File: src/rtl/hazard_stall_ctrl.sv
// hazard_stall_ctrl: central stall/flush generator for the five-stage pipeline.
// Latency: en_*/clr_* are combinational from inputs and divider state; div_busy/div_done are registered.
// Backpressure: mem_stall freezes every stage; divide and load-use hazards freeze the front end.
//
// Ports:
//   clk, rst (async active-low)        clock and reset
//   mem_stall                          memory not ready, freeze whole pipeline
//   ex_memread, ex_rt, id_rs, id_rt    load-use hazard detection inputs
//   ex_branch_taken                    taken branch/jump in EX, squash IF/ID work
//   ex_div                             DIV/DIVU sitting in EX
//   en_f/en_d/en_e/en_m/en_w           pipeline register enables
//   clr_d/clr_e/clr_m                  bubble inserts (always issued with the matching enable)
//   div_busy, div_done                 divider state decode
//   stall_cnt                          cycles with en_f low; only built when STALL_CNT_EN is defined
module hazard_stall_ctrl #(
  parameter int DIV_CYCLES = 32,
  parameter int CNT_W      = 32
) (
  input  logic             clk,
  input  logic             rst,
  input  logic             mem_stall,
  input  logic             ex_memread,
  input  logic [4:0]       ex_rt,
  input  logic [4:0]       id_rs,
  input  logic [4:0]       id_rt,
  input  logic             ex_branch_taken,
  input  logic             ex_div,
  output logic             en_f,
  output logic             en_d,
  output logic             en_e,
  output logic             en_m,
  output logic             en_w,
  output logic             clr_d,
  output logic             clr_e,
  output logic             clr_m,
  output logic             div_busy,
  output logic             div_done,
  output logic [CNT_W-1:0] stall_cnt
);

  typedef enum logic [1:0] {
    IDLE = 2'd0,
    BUSY = 2'd1,
    DONE = 2'd2
  } state_e;

  localparam logic [7:0] CNT_INIT = 8'(DIV_CYCLES - 1);

  state_e     state_q;
  logic [7:0] cnt_q;
  logic       div_busy_q;
  logic       div_done_q;

  // Divider sequencing. BUSY runs DIV_CYCLES cycles regardless of mem_stall;
  // only the IDLE->BUSY launch and the DONE->IDLE retire wait for memory.
  always_ff @(posedge clk or negedge rst) begin
    if (!rst) begin
      state_q    <= IDLE;
      cnt_q      <= 8'd0;
      div_busy_q <= 1'b0;
      div_done_q <= 1'b0;
    end else begin
      case (state_q)
        IDLE: begin
          if (ex_div && !mem_stall) begin
            state_q    <= BUSY;
            cnt_q      <= CNT_INIT;
            div_busy_q <= 1'b1;
          end
        end
        BUSY: begin
          if (cnt_q == 8'd0) begin
            state_q    <= DONE;
            div_busy_q <= 1'b0;
            div_done_q <= 1'b1;
          end else begin
            cnt_q <= cnt_q - 8'd1;
          end
        end
        DONE: begin
          if (!mem_stall) begin
            state_q    <= IDLE;
            div_done_q <= 1'b0;
          end
        end
        default: begin
          state_q    <= IDLE;
          cnt_q      <= 8'd0;
          div_busy_q <= 1'b0;
          div_done_q <= 1'b0;
        end
      endcase
    end
  end

  assign div_busy = div_busy_q;
  assign div_done = div_done_q;

  logic load_use;
  logic div_stall;

  // r0 is hardwired zero, so a load "into" it never produces a real dependency.
  assign load_use  = ex_memread && (ex_rt != 5'd0) &&
                     ((ex_rt == id_rs) || (ex_rt == id_rt));
  // In DONE the divide has finished, so ex_div (still the same DIV) is ignored.
  assign div_stall = ((state_q == IDLE) && ex_div) || (state_q == BUSY);

  always_comb begin
    en_f  = 1'b1;
    en_d  = 1'b1;
    en_e  = 1'b1;
    en_m  = 1'b1;
    en_w  = 1'b1;
    clr_d = 1'b0;
    clr_e = 1'b0;
    clr_m = 1'b0;
    if (mem_stall) begin
      en_f = 1'b0;
      en_d = 1'b0;
      en_e = 1'b0;
      en_m = 1'b0;
      en_w = 1'b0;
    end else if (div_stall) begin
      // Hold the DIV in EX; drain MEM/WB and feed a bubble into MEM.
      en_f  = 1'b0;
      en_d  = 1'b0;
      en_e  = 1'b0;
      clr_m = 1'b1;
    end else if (ex_branch_taken) begin
      // Squash wrong-path work; any load-use match belongs to a dead instruction.
      clr_d = 1'b1;
      clr_e = 1'b1;
    end else if (load_use) begin
      en_f  = 1'b0;
      en_d  = 1'b0;
      clr_e = 1'b1;
    end
  end

`ifdef STALL_CNT_EN
  logic [CNT_W-1:0] stall_cnt_q;
  logic [CNT_W-1:0] stall_cnt_d;

  always_comb begin
    stall_cnt_d = stall_cnt_q;
    if (!en_f) begin
      stall_cnt_d = stall_cnt_q + {{(CNT_W-1){1'b0}}, 1'b1};
    end
  end

  always_ff @(posedge clk or negedge rst) begin
    if (!rst) begin
      stall_cnt_q <= '0;
    end else begin
      stall_cnt_q <= stall_cnt_d;
    end
  end

  assign stall_cnt = stall_cnt_q;
`else
  assign stall_cnt = '0;
`endif

endmodule

File: config.mk
export PLATFORM = sky130hd
export DESIGN_NAME = hazard_stall_ctrl
export DESIGN_NICKNAME = d
export VERILOG_FILES = /design/src/rtl/hazard_stall_ctrl.sv
export SDC_FILE = /design/constraint.sdc
export NUM_CORES = 1
export LEC_CHECK = 0
export CAP_MARGIN = 0
export CORE_ASPECT_RATIO = 1.25
export CORE_MARGIN = 2
export CORE_UTILIZATION = 43
export CTS_BUF_LIST = sky130_fd_sc_hd__clkbuf_8
export DETAILED_ROUTE_END_ITERATION = 6
export HOLD_SLACK_MARGIN = 0.03
export PLACE_DENSITY = 0.88
export SETUP_SLACK_MARGIN = 0.02
export SYNTH_ARGS = -nofsm -noshare
export SYNTH_HDL_FRONTEND = slang
export SYNTH_SLANG_ARGS = --single-unit
File: constraint.sdc
create_clock -name clk -period 4.2 [get_ports clk]
set_input_delay 1.05 -clock clk [delete_from_list [all_inputs] [get_ports clk]]
set_output_delay 1.05 -clock clk [all_outputs]
set_load 0.005 [all_outputs]
==> flow_summary.json <==
{
  "drv_cap": 0,
  "avgSynthCellArea_um2": 8.33,
  "critical_path_arrival_ps": 2940,
  "yosys-top-cells-count": "34 x buf_4, 12 x dfrtp_1, 10 x xor2_1",
  "tightest_slew_ps": 563,
  "relSlewSlack_pct": 62.4,
  "async_flop_share_pct": 100,
  "power_density_mw_per_mm2": 457,
  "endpoint_kind": "primary output",
  "clk_latency_ps": 250,
  "core_mm2": 0.00245,
  "yosysMostFrequentCell": "buf_4",
  "grt_usage_pct": 17.1,
  "antenna_found_initial": 0,
  "path_class": "in2out",
  "syn_area_mm2": 0.00112,
  "place_congestion": 0.801,
  "dieArea_mm2": 0.00304,
  "synthCells": 135,
  "yosys.area.top_type_share_pct": 26.7,
  "io_pins": 63,
  "drt-total-wl_um": 2430,
  "synth-edff-count": 0,
  "reg2reg_slack_ps": 2140,
  "cts_tree": "built",
  "wl_met3_um": 265,
  "grt_max_degree": 15,
  "p_leak_uw": 0.000643,
  "crit_path_frequent_cell": "clkdlybuf4s50_1",
  "clock.fmax_ghz": 0.251,
  "ys.flop_type": "dfrtp_1",
  "setup-violations-final": 0,
  "fin_skew_ps": 3.82,
  "drt_first_pass_iters": 4,
  "rows": 20,
  "path_clk_slew_ps": 50,
  "cp_slowest_cell": "or4_1",
  "worst_slack_ps": 214,
  "ys_ff_latch": 12,
  "overflow": 0,
  "num_vias": 947,
  "wl_met2_um": 1250,
  "peakVddDrop_mv": 0.350,
  "detailed_place_hpwl_um": 1980,
  "root_buffer": "clkbuf_8",
  "start_util_pct": 45.9,
  "hold_viol": 0,
  "worstPathRequired_ps": 3150,
  "drt_iter0_drc": 26,
  "drc": 0,
  "grt_pass1_vias": 881,
  "yosys.area.top_type": "dfrtp_1",
  "viasPerCell": 4.83,
  "post_drt_wl_per_cell_um": 12.4,
  "preCtsSetupSlack_ps": 145,
  "setup_tns_ps": 0,
  "crit_path_max_incr_delay_ps": 550,
  "die_x_um": 49.7,
  "seq_area_frac_synth_pct": 26.7,
  "ys_warn_count": 0,
  "numCtsBuffers": 3,
  "fin_crit_sh_pct": 94.9,
  "rsz0062_at_grt": "false",
  "synth_area_leaders": "dfrtp_1 27%, buf_4 23%, xor2_1 7.8%",
  "crit_chain": "clkdlybuf4s50_1 > or4_1 > o21ai_1 > o31a_1 > clkdlybuf4s50_1",
  "clockBufferDepth": 2,
  "cts_resized": 0,
  "drtAntennaViolNets": 0,
  "die_h_um": 61.2,
  "start_kind": "input port",
  "met1Wirelength_um": 883,
  "hp-class": "reg2reg",
  "cts_sinks": 12,
  "fin_crit_ps": 3990,
  "highest_layer": "met4",
  "cts_setup_buffers": 0,
  "grt_pass1_wl_um": 3950,
  "placement.io_buffers": 30,
  "slew_violations": 0,
  "status": "finished, final reports clean",
  "syn_to_final_growth_pct": 21.8,
  "final_nets": 187,
  "ys_types": 35,
  "critPathMaxFanout": 3,
  "postCtsHoldBufs": 0,
  "diodes": 0,
  "drive_gt1_share_pct": 4.91,
  "htree_levels": 1
}
[where the power goes]
group	internal (µW)	switching, µW	leakage, µW
Sequential	164	65.6	0.000141
Combinational	149	120	0.000474
Clock	82.9	44.1	0.0000288
Total	396	230	0.000643
[cells in the final DEF, fill, tap and decap left out, types with 2 or more instances in the layout]
master           instances
clkbuf_8                 4
a221o_1                  2
conb_1                  32
dfrtp_1                 12
xor2_1                  10
o31ai_1                  2
o21ai_0                  6
nor3_1                   3
clkdlybuf4s50_1         30
a22o_1                   4
a21oi_1                  3
ha_1                     2
a22oi_1                  2
nand2_1                  7
o41ai_1                  2
or4_1                    3
nand2b_1                 5
nor4_1                   2
inv_1                    7
nor2_1                   8
nor3b_1                  3
[worst paths after layout]
check | start | cells after the start | to
max in group asynchronous | rst | 1 | cnt_q[1]$_DFFE_PN0P_
worst max register to register | cnt_q[0]$_DFFE_PN0P_ | 6 | cnt_q[3]$_DFFE_PN0P_
min in group asynchronous | rst | 1 | cnt_q[4]$_DFFE_PN0P_
worst max-delay path | ex_rt[1] | 5 | en_d
worst min-delay path | div_done$_DFFE_PN0P_ | 2 | div_done$_DFFE_PN0P_
worst min register to register | div_done$_DFFE_PN0P_ | 2 | div_done$_DFFE_PN0P_
[logic make-up (layout without fill, tap and decap cells)]
kind of cell / Yosys count / count (layout) / share of synthesized area, %
buffers and inverters: 44 / 41 / 26.1
and+or+nand+nor: 38 / 38 / 19.2
AOI/OAI and AO/OA: 28 / 28 / 17.6
DFF: 12 / 12 / 26.7
xor gates and xnor gates: 10 / 10 / 7.79
adders and majority gates: 2 / 2 / 2.22
other: 1 / 32 / 0.333
[final cells by class]
| cell class | count | area [µm²] |
|---|---|---|
| multi-input cells | 110 | 647 |
| flip-flops and latches | 12 | 300 |
| inverters | 7 | 26.3 |
| clock buffers | 4 | 55.1 |
| well taps | 33 | 41.3 |
| repair buffers | 30 | 300 |
| fillers | 239 | 1080 |
[sequential cells by signal (all words and copies together) (netlist names)]
name	flops
div_busy	1
div_done	1
state_q	2
cnt_q	8
[routing by layer]
metal	track usage (%)	vias to the layer above
met5	0	-
met4	5.95	0
met3	5.58	2
met2	33.0	50
met1	17.5	438
li1	-	457
[critical path: cells and delay by family]
kind                   cells  cell delay, ps
AOI/OAI and AO/OA          2             370
and+or+nand+nor            1             550
buffers and inverters      2             970
[stage by stage]
step | hold WS (ps) | total power (µW) | instance area, µm² | utilization (%) | cells
6_report | 514 | 626 | 1370 | 55.9 | 196
5_1_grt | 560 | 683 | 1370 | 55.9 | 196
4_1_cts | 519 | 630 | 1370 | 55.9 | 196
3_5_place_dp | 506 | 500 | 1320 | 53.6 | 192
3_3_place_gp | 496 | 482 | 1320 | 53.6 | 192
2_1_floorplan | 490 | 424 | 1240 | - | 166
Note: power is estimated with default switching activity, not from simulation.
